**src/rtl/preset_timer_pkg.sv**
```systemverilog
// Shared constants for the phase timer: FSM encodings, phase codes and phase durations.
package preset_timer_pkg;

    localparam logic [1:0] ST_IDLE = 2'b00;
    localparam logic [1:0] ST_RUN  = 2'b01;
    localparam logic [1:0] ST_HOLD = 2'b10;
    localparam logic [1:0] ST_DONE = 2'b11;

    // Phase codes shared with the preset generator
    localparam logic [1:0] PHASE_E = 2'b00;
    localparam logic [1:0] PHASE_A = 2'b01;
    localparam logic [1:0] PHASE_G = 2'b10;
    localparam logic [1:0] PHASE_L = 2'b11;

    localparam logic [5:0] DUR_E = 6'd30;
    localparam logic [5:0] DUR_A = 6'd15;
    localparam logic [5:0] DUR_G = 6'd22;
    localparam logic [5:0] DUR_L = 6'd5;

endpackage

```
**src/rtl/bin2bcd6.sv**
```systemverilog
// 6-bit binary to two BCD digits (0..63), purely combinational compare-subtract.
module bin2bcd6 (
    input  logic [5:0] i_bin,
    output logic [2:0] o_tens,
    output logic [3:0] o_units
);

    logic [5:0] w_rem;

    always_comb begin
        o_tens = 3'd0;
        w_rem  = i_bin;
        if (i_bin >= 6'd60) begin
            o_tens = 3'd6;
            w_rem  = i_bin - 6'd60;
        end else if (i_bin >= 6'd50) begin
            o_tens = 3'd5;
            w_rem  = i_bin - 6'd50;
        end else if (i_bin >= 6'd40) begin
            o_tens = 3'd4;
            w_rem  = i_bin - 6'd40;
        end else if (i_bin >= 6'd30) begin
            o_tens = 3'd3;
            w_rem  = i_bin - 6'd30;
        end else if (i_bin >= 6'd20) begin
            o_tens = 3'd2;
            w_rem  = i_bin - 6'd20;
        end else if (i_bin >= 6'd10) begin
            o_tens = 3'd1;
            w_rem  = i_bin - 6'd10;
        end
        o_units = w_rem[3:0];
    end

endmodule

```
**src/rtl/preset_timer.sv**
```systemverilog
// Countdown timer: pulse loads preset, tick decrements once per second, done strobes on expiry.
// Count is registered; BCD digits are decoded combinationally from it.
module preset_timer
    import preset_timer_pkg::*;
#(
    parameter int WIDTH = 6
) (
    input  logic             clk,
    input  logic             reset,
    input  logic             pulse,
    input  logic [WIDTH-1:0] preset,
    input  logic             tick,
    input  logic             hold,
    output logic [WIDTH-1:0] count,
    output logic [2:0]       tens,
    output logic [3:0]       units,
    output logic             busy,
    output logic             done
);

    logic [1:0]       r_state;
    logic [WIDTH-1:0] r_count;
    logic             r_done;
    logic [5:0]       w_count6;

    always_ff @(posedge clk or posedge reset) begin
        if (reset) begin
            r_state <= ST_IDLE;
            r_count <= '0;
            r_done  <= 1'b0;
        end else begin
            r_done <= 1'b0;
            if (pulse) begin
                r_count <= preset;
                if (preset != '0) begin
                    r_state <= ST_RUN;
                end else begin
                    r_state <= ST_DONE;
                    r_done  <= 1'b1;
                end
            end else begin
                case (r_state)
                    ST_RUN: begin
                        if (hold) begin
                            r_state <= ST_HOLD;
                        end else if (tick) begin
                            // <= 1 rather than == 1 so the count can never wrap below zero
                            if (r_count <= WIDTH'(1)) begin
                                r_count <= '0;
                                r_state <= ST_DONE;
                                r_done  <= 1'b1;
                            end else begin
                                r_count <= r_count - WIDTH'(1);
                            end
                        end
                    end
                    ST_HOLD: begin
                        if (!hold) begin
                            r_state <= ST_RUN;
                        end
                    end
                    ST_DONE: begin
                        r_count <= '0;
                    end
                    default: begin
                    end
                endcase
            end
        end
    end

    assign w_count6 = 6'(r_count);

    bin2bcd6 u_bin2bcd6 (
        .i_bin   (w_count6),
        .o_tens  (tens),
        .o_units (units)
    );

    assign count = r_count;
    assign done  = r_done;
    assign busy  = (r_state == ST_RUN) || (r_state == ST_HOLD);

endmodule

```
**config.mk**
```make
export PLATFORM = sky130hd
export DESIGN_NAME = preset_timer
export DESIGN_NICKNAME = d
export VERILOG_FILES = /design/src/rtl/preset_timer_pkg.sv /design/src/rtl/bin2bcd6.sv /design/src/rtl/preset_timer.sv
export SDC_FILE = /design/constraint.sdc
export NUM_CORES = 1
export LEC_CHECK = 0
export ABC_AREA = 1
export BUFFER_PORTS_ARGS = -buffer_cell sky130_fd_sc_hd__buf_2
export CAP_MARGIN = 25
export CORE_ASPECT_RATIO = 0.6
export CORE_UTILIZATION = 50
export CTS_BUF_LIST = sky130_fd_sc_hd__clkbuf_8
export DETAILED_ROUTE_END_ITERATION = 8
export PLACE_DENSITY_LB_ADDON = 0.05
export SLEW_MARGIN = 30
export SYNTH_ARGS = -nofsm -noshare
export SYNTH_HDL_FRONTEND = slang
export SYNTH_SLANG_ARGS = --single-unit
```
**constraint.sdc**
```tcl
create_clock -name clk -period 5.1 [get_ports clk]
set_input_delay 1.02 -clock clk [delete_from_list [all_inputs] [get_ports clk]]
set_output_delay 1.02 -clock clk [all_outputs]
set_load 0.01 [all_outputs]
```
== Yosys cells after proc, flatten, opt, wreduce, memory -nomap -nowiden ==
Cells that the tools add are included.
Storage, ports and cells
  bits in read-only memories: 0
  latch bits: 0
  RAM bits: 0
  input bits: 11
  memories: 0
  register bits after elaboration: 9
Cells by class
  order comparisons: 7
  $mul: 0
  multiplexer cells: 30
  reductions and logical operators: 6
  divide/modulo/power cells: 0
  equal/unequal tests: 8
  bitwise logic cells: 0
  $add $sub $neg: 7
  shifts and indexed selects: 0
Operator list (count)
  4-bit 2-to-1 mux: 6
  6-bit 2-to-1 mux: 4
  6-bit greater-or-equal comparator, second input constant: 3
  4-bit subtractor, second input constant: 4
  3-bit 2-to-1 mux: 5
  6-bit by 5-bit greater-or-equal comparator with 1-bit output, second input constant: 2
  2-bit 2-to-1 mux: 6
  6-bit one-hot mux with 2 select lines: 1
  3-bit inequality test, second input constant: 3
  4-bit inequality test, second input constant: 2
  1-bit 2-to-1 mux: 7
  6-bit by 4-bit greater-or-equal comparator with 1-bit output, second input constant: 1
  6-bit by 1-bit less-or-equal comparator with 1-bit output, second input constant: 1
  3-bit nonzero test: 2
  6-bit nonzero test: 1
  6-bit by 1-bit subtractor with 6-bit output, second input constant: 1
  2-bit equality test, second input constant: 2
  2-bit one-hot mux with 2 select lines: 1
  4-bit AND reduction: 1
  4-bit by 2-bit subtractor with 4-bit output, second input constant: 1
  4-bit by 3-bit subtractor with 4-bit output, second input constant: 1
  3-bit AND reduction: 1
  2-bit by 1-bit equality test with 1-bit output, second input constant: 1
  1-bit logical OR: 1

== Depth between registers and ports, before layout ==
  depth in word-level cells: 7
  depth in mapped cells: 14
  gate-level depth less buffers: 13

== By module ==
From an unflattened synthesis, not the netlist that was laid out.
Unflattened totals
  cells, all modules: 198
  area, all modules: 1228.7 um^2
By module, submodules not included
  preset_timer: area each 691.9 um^2, instances 1, cells each 100
  bin2bcd6: area each 536.8 um^2, instances 1, cells each 98

== Worst setup path after synthesis ==
Ideal clock, no wire load.
  path kind: flip-flop to output port
  start: reg r_count[1], in the netlist count[1]
  end: out units[1]
  slack: 2.422 ns
  data required time: 4.080 ns
  arrival time: 1.658 ns
  cell stages (with the launch flop): 10
  cell sequence: dfrtp_1 inv_1 ha_1 nand2_1 a21oi_4 inv_2 nand2_1 nand2_1 nand2_2 xor2_2
Between the ends
  longest elaborated chain between the ends: 7
RTL lines
  start, declared: RTL line preset_timer.sv:22  | logic [WIDTH-1:0] r_count;
  start signal, assigned: RTL line preset_timer.sv:34  | r_count <= preset;
  start signal, assigned: RTL line preset_timer.sv:53  | r_count <= r_count - WIDTH'(1);
  6-bit by 4-bit greater-or-equal comparator with 1-bit output or 4-bit subtractor (tied branches): RTL line bin2bcd6.sv:28, bin2bcd6.sv:30
  4-bit 2-to-1 mux: RTL line bin2bcd6.sv:28  | end else if (i_bin >= 6'd10) begin
  4-bit 2-to-1 mux: RTL line bin2bcd6.sv:25  | end else if (i_bin >= 6'd20) begin
  4-bit 2-to-1 mux: RTL line bin2bcd6.sv:22  | end else if (i_bin >= 6'd30) begin
  4-bit 2-to-1 mux: RTL line bin2bcd6.sv:19  | end else if (i_bin >= 6'd40) begin
  4-bit 2-to-1 mux: RTL line bin2bcd6.sv:16  | end else if (i_bin >= 6'd50) begin
  4-bit 2-to-1 mux (*): RTL line bin2bcd6.sv:13  | if (i_bin >= 6'd60) begin
  end, declared: RTL line preset_timer.sv:16  | output logic [3:0] units,
Every way passes the cells marked *; elsewhere a longest branch is shown, timed or not.

== Worst setup path after layout ==
Ends and elaborated chain as after synthesis.

==> results.cfg <==
[finish]
nNetsFinal = 230
diodes = 0
multi_input_area_um2 = 795
layout-drive-gt1-share_pct = 24.5
area_delta_synth_final_pct = 15.9
n_fill_cell = 205
ff_latch_area_um2 = 225

[setup_path]
cp_slowest_cell = dfrtp_1
crit_path_frequent_cell = nand2_1
required_ps = 4080
crit_arrival_ps = 2200
crit_fanout = 8
worstRegToRegCells = 9
r2r-start = count[1]
crit_type = reg2out
cp-start-kind = flip-flop
cp_cell_sequence = inv_1 -> ha_1 -> nand2_1 -> a21oi_4 -> inv_2 -> nand2_1 -> nand2_1 -> nand2_2 -> xor2_2 -> buf_2
worstReg2RegEnd = count[5]
ff2ff_setup_slack_ps = 3120
cp-end-kind = output pin
max_stage_delay_ps = 470

[timing]
tns_ps = 0
maxSlewViolCount = 0
relSlewSlack_pct = 67.1
fmax_ghz = 0.310
setup_viol = 0
skew_ps = 4.43
rsz0062_at_grt = false
timing.final.ws_setup_ps = 1880
hold_viol_final = 0
fin_crit_sh_pct = 63.2
period_needed_ps = 3220
tightestPinTransition_ps = 493

[drt]
ant_nets = 0
vias = 1210
post_drt_wl_per_cell_um = 12.0
dr.pass1.iters = 4
drc = 0
via_per_inst = 5.17
drt_wl_total_um = 2810
drtIter0Drc = 45

[power_and_ir_drop]
ir_drop_v = 0.000410
powerDensity_nw_per_um2 = 713
p_leak_nw = 0.751

[clock_tree]
cts_made_buffers = 3
cts_sinks = 9
clk_latency_ps = 230
cts_root_buf = clkbuf_8
h-tree-depth = 1
cts.path.max_buffers = 2
cts.hold.buffers_added = 0
cts_tree = yes
post-cts-setup-buffer-count = 0
clk_pin_slew_ps = 40
cts_resized = 0

[die]
initial_utilization_pct = 53.0
die_x_um = 64.1
die_height_um = 39.2
die_area_um2 = 2510
fp-row-count = 13
ios = 26
coreArea_um2 = 2180

[synthesis]
yosys.area_share.simple_pct = 35.4
synthXorXnorAreaFrac_pct = 2.16
synth_compound_area_share_pct = 16.0
synth_fa_ha_area_share_pct = 15.2
synth_area_um2 = 1160
ys_seq_area_share_pct = 19.5
netlist-cell-type-count = 31
ys_warn_count = 0
synthMuxAreaShare_pct = 0
synth_nets = 203
synth_top_family_by_area = simple AND/OR/NAND/NOR gates
netlist_instances = 178
syn_avg_cell_area_um2 = 6.49
synth_seq_cells = 9

[place]
io_buffers = 25
dp_hpwl_um = 2270
gp_congestion = 0.987
pre_cts_ws_ps = 2140

[grt]
grt_usage_pct = 24.6
grt_pass1_vias = 943
antenna_found_initial = 0
grt_max_degree = 14
grt_overflow = 0
grt_pass1_wl_um = 4460

[outcome]
outcome = finished clean

[hold_path]
min_to = r_state[1]
hp-class = reg2reg
min_path_cells = 2
hold_start = r_state[1]

[job]
drv_cap = 0
==> per-stage QoR <==
| step | cell area [µm²] | cells | hold WS, ps | utilization [%] | power [mW] |
|---|---|---|---|---|---|
| floorplan | 1160 | 178 | 490 | - | 0.675 |
| global placement | 1290 | 230 | 519 | 59.4 | 0.865 |
| detailed placement | 1290 | 230 | 530 | 59.4 | 0.866 |
| CTS | 1340 | 234 | 555 | 61.5 | 0.951 |
| global route | 1340 | 234 | 608 | 61.5 | 1.06 |
| finish | 1340 | 234 | 552 | 61.5 | 0.956 |
==> report_power, final <==
part	switching, mW	internal (mW)	total [mW]
sequential	0.0719	0.102	0.174
combinational	0.442	0.263	0.705
clock	0.0250	0.0521	0.0771
==> cell usage after synthesis, drive strengths merged <==
| cell | n | area, µm² |
|---|---|---|
| nor2 | 17 | 81.3 |
| a21boi | 1 | 7.51 |
| o211ai | 2 | 15.0 |
| nand2 | 56 | 218 |
| o21ai | 12 | 71.3 |
| o31ai | 2 | 15.0 |
| inv | 30 | 113 |
| nor4 | 1 | 6.26 |
| or2 | 1 | 6.26 |
| buf | 3 | 23.8 |
| nand3 | 15 | 80.1 |
| nand4 | 2 | 12.5 |
| nor3 | 1 | 5.00 |
| dfrtp | 9 | 225 |
| xor2 | 1 | 16.3 |
| a21oi | 6 | 45.1 |
| ha | 14 | 175 |
| a22oi | 3 | 22.5 |
| xnor2 | 1 | 8.76 |
| o311ai | 1 | 8.76 |
==> layout by cell type, fill, tap and decap left out <==
cell type,netlist,routed
ha_1,14,14
nand2_1,53,53
nand3_1,14,14
clkbuf_8,0,3
nor4_1,1,1
nor2_4,1,1
o21ai_2,3,3
o21ai_1,2,2
dfrtp_1,9,9
o31ai_1,2,2
o211ai_1,2,2
nor2_1,12,12
xor2_2,1,1
a21oi_1,4,4
a21oi_2,1,1
nor3_1,1,1
nor2_2,4,4
inv_1,24,25
nand2_2,3,3
o311ai_0,1,1
or2_2,1,1
o21ai_0,7,7
nand4_1,2,2
a22oi_1,3,3
a21oi_4,1,1
a21boi_0,1,1
buf_2,1,25
inv_2,6,6
xnor2_1,1,1
nand3_2,1,1
==> flip-flops by register name, indices dropped and copies added (netlist names) <==
signal and flops:
count 6, r_state 2, done 1
==> critical path, delay by kind of cell, from the launching register on <==
family,cells,cell delay [ps]
flops,1,470
simple gates,4,380
xor+xnor,1,120
buf+inv,3,450
fa+ha+maj,1,320
compound gates,1,220
==> worst max-delay path by stage <==
stage,to,cells past startpoint,start,slack (ps)
after floorplan,units[1],9,count[1],2420
after global placement,units[1],10,count[1],2140
after detailed placement,units[1],9,count[3],2140
after CTS,units[1],9,count[3],1890
after global routing,units[3],13,count[1],1690
final,units[1],10,count[1],1880
==> logic make-up after synthesis <==
family	after synthesis
and+or+nand+nor	93
buffers and inverters	33
AOI/OAI and AO/OA	27
adders and majority gates	14
DFF	9
xor gates and xnor gates	2
==> per-layer routing <==
layer,vias to the layer above,share of wire (%),track usage (%)
met1,545,54,38.4
met2,45,38,33.0
li1,618,-,-
met5,-,0,0
met3,2,7.5,5.59
met4,0,0.46,4.55
==> final cells by class <==
| cell class | instances | share of cell area [%] |
|---|---|---|
| repair buffers | 25 | 9.34 |
| flip-flops and latches | 9 | 16.8 |
| well taps | 30 | 2.80 |
| clock buffers | 3 | 3.08 |
| clock inverters | 1 | 0.280 |
| inverters | 30 | 8.40 |
| multi-input cells | 136 | 59.3 |
No activity file was read; power rests on OpenSTA's default activity.
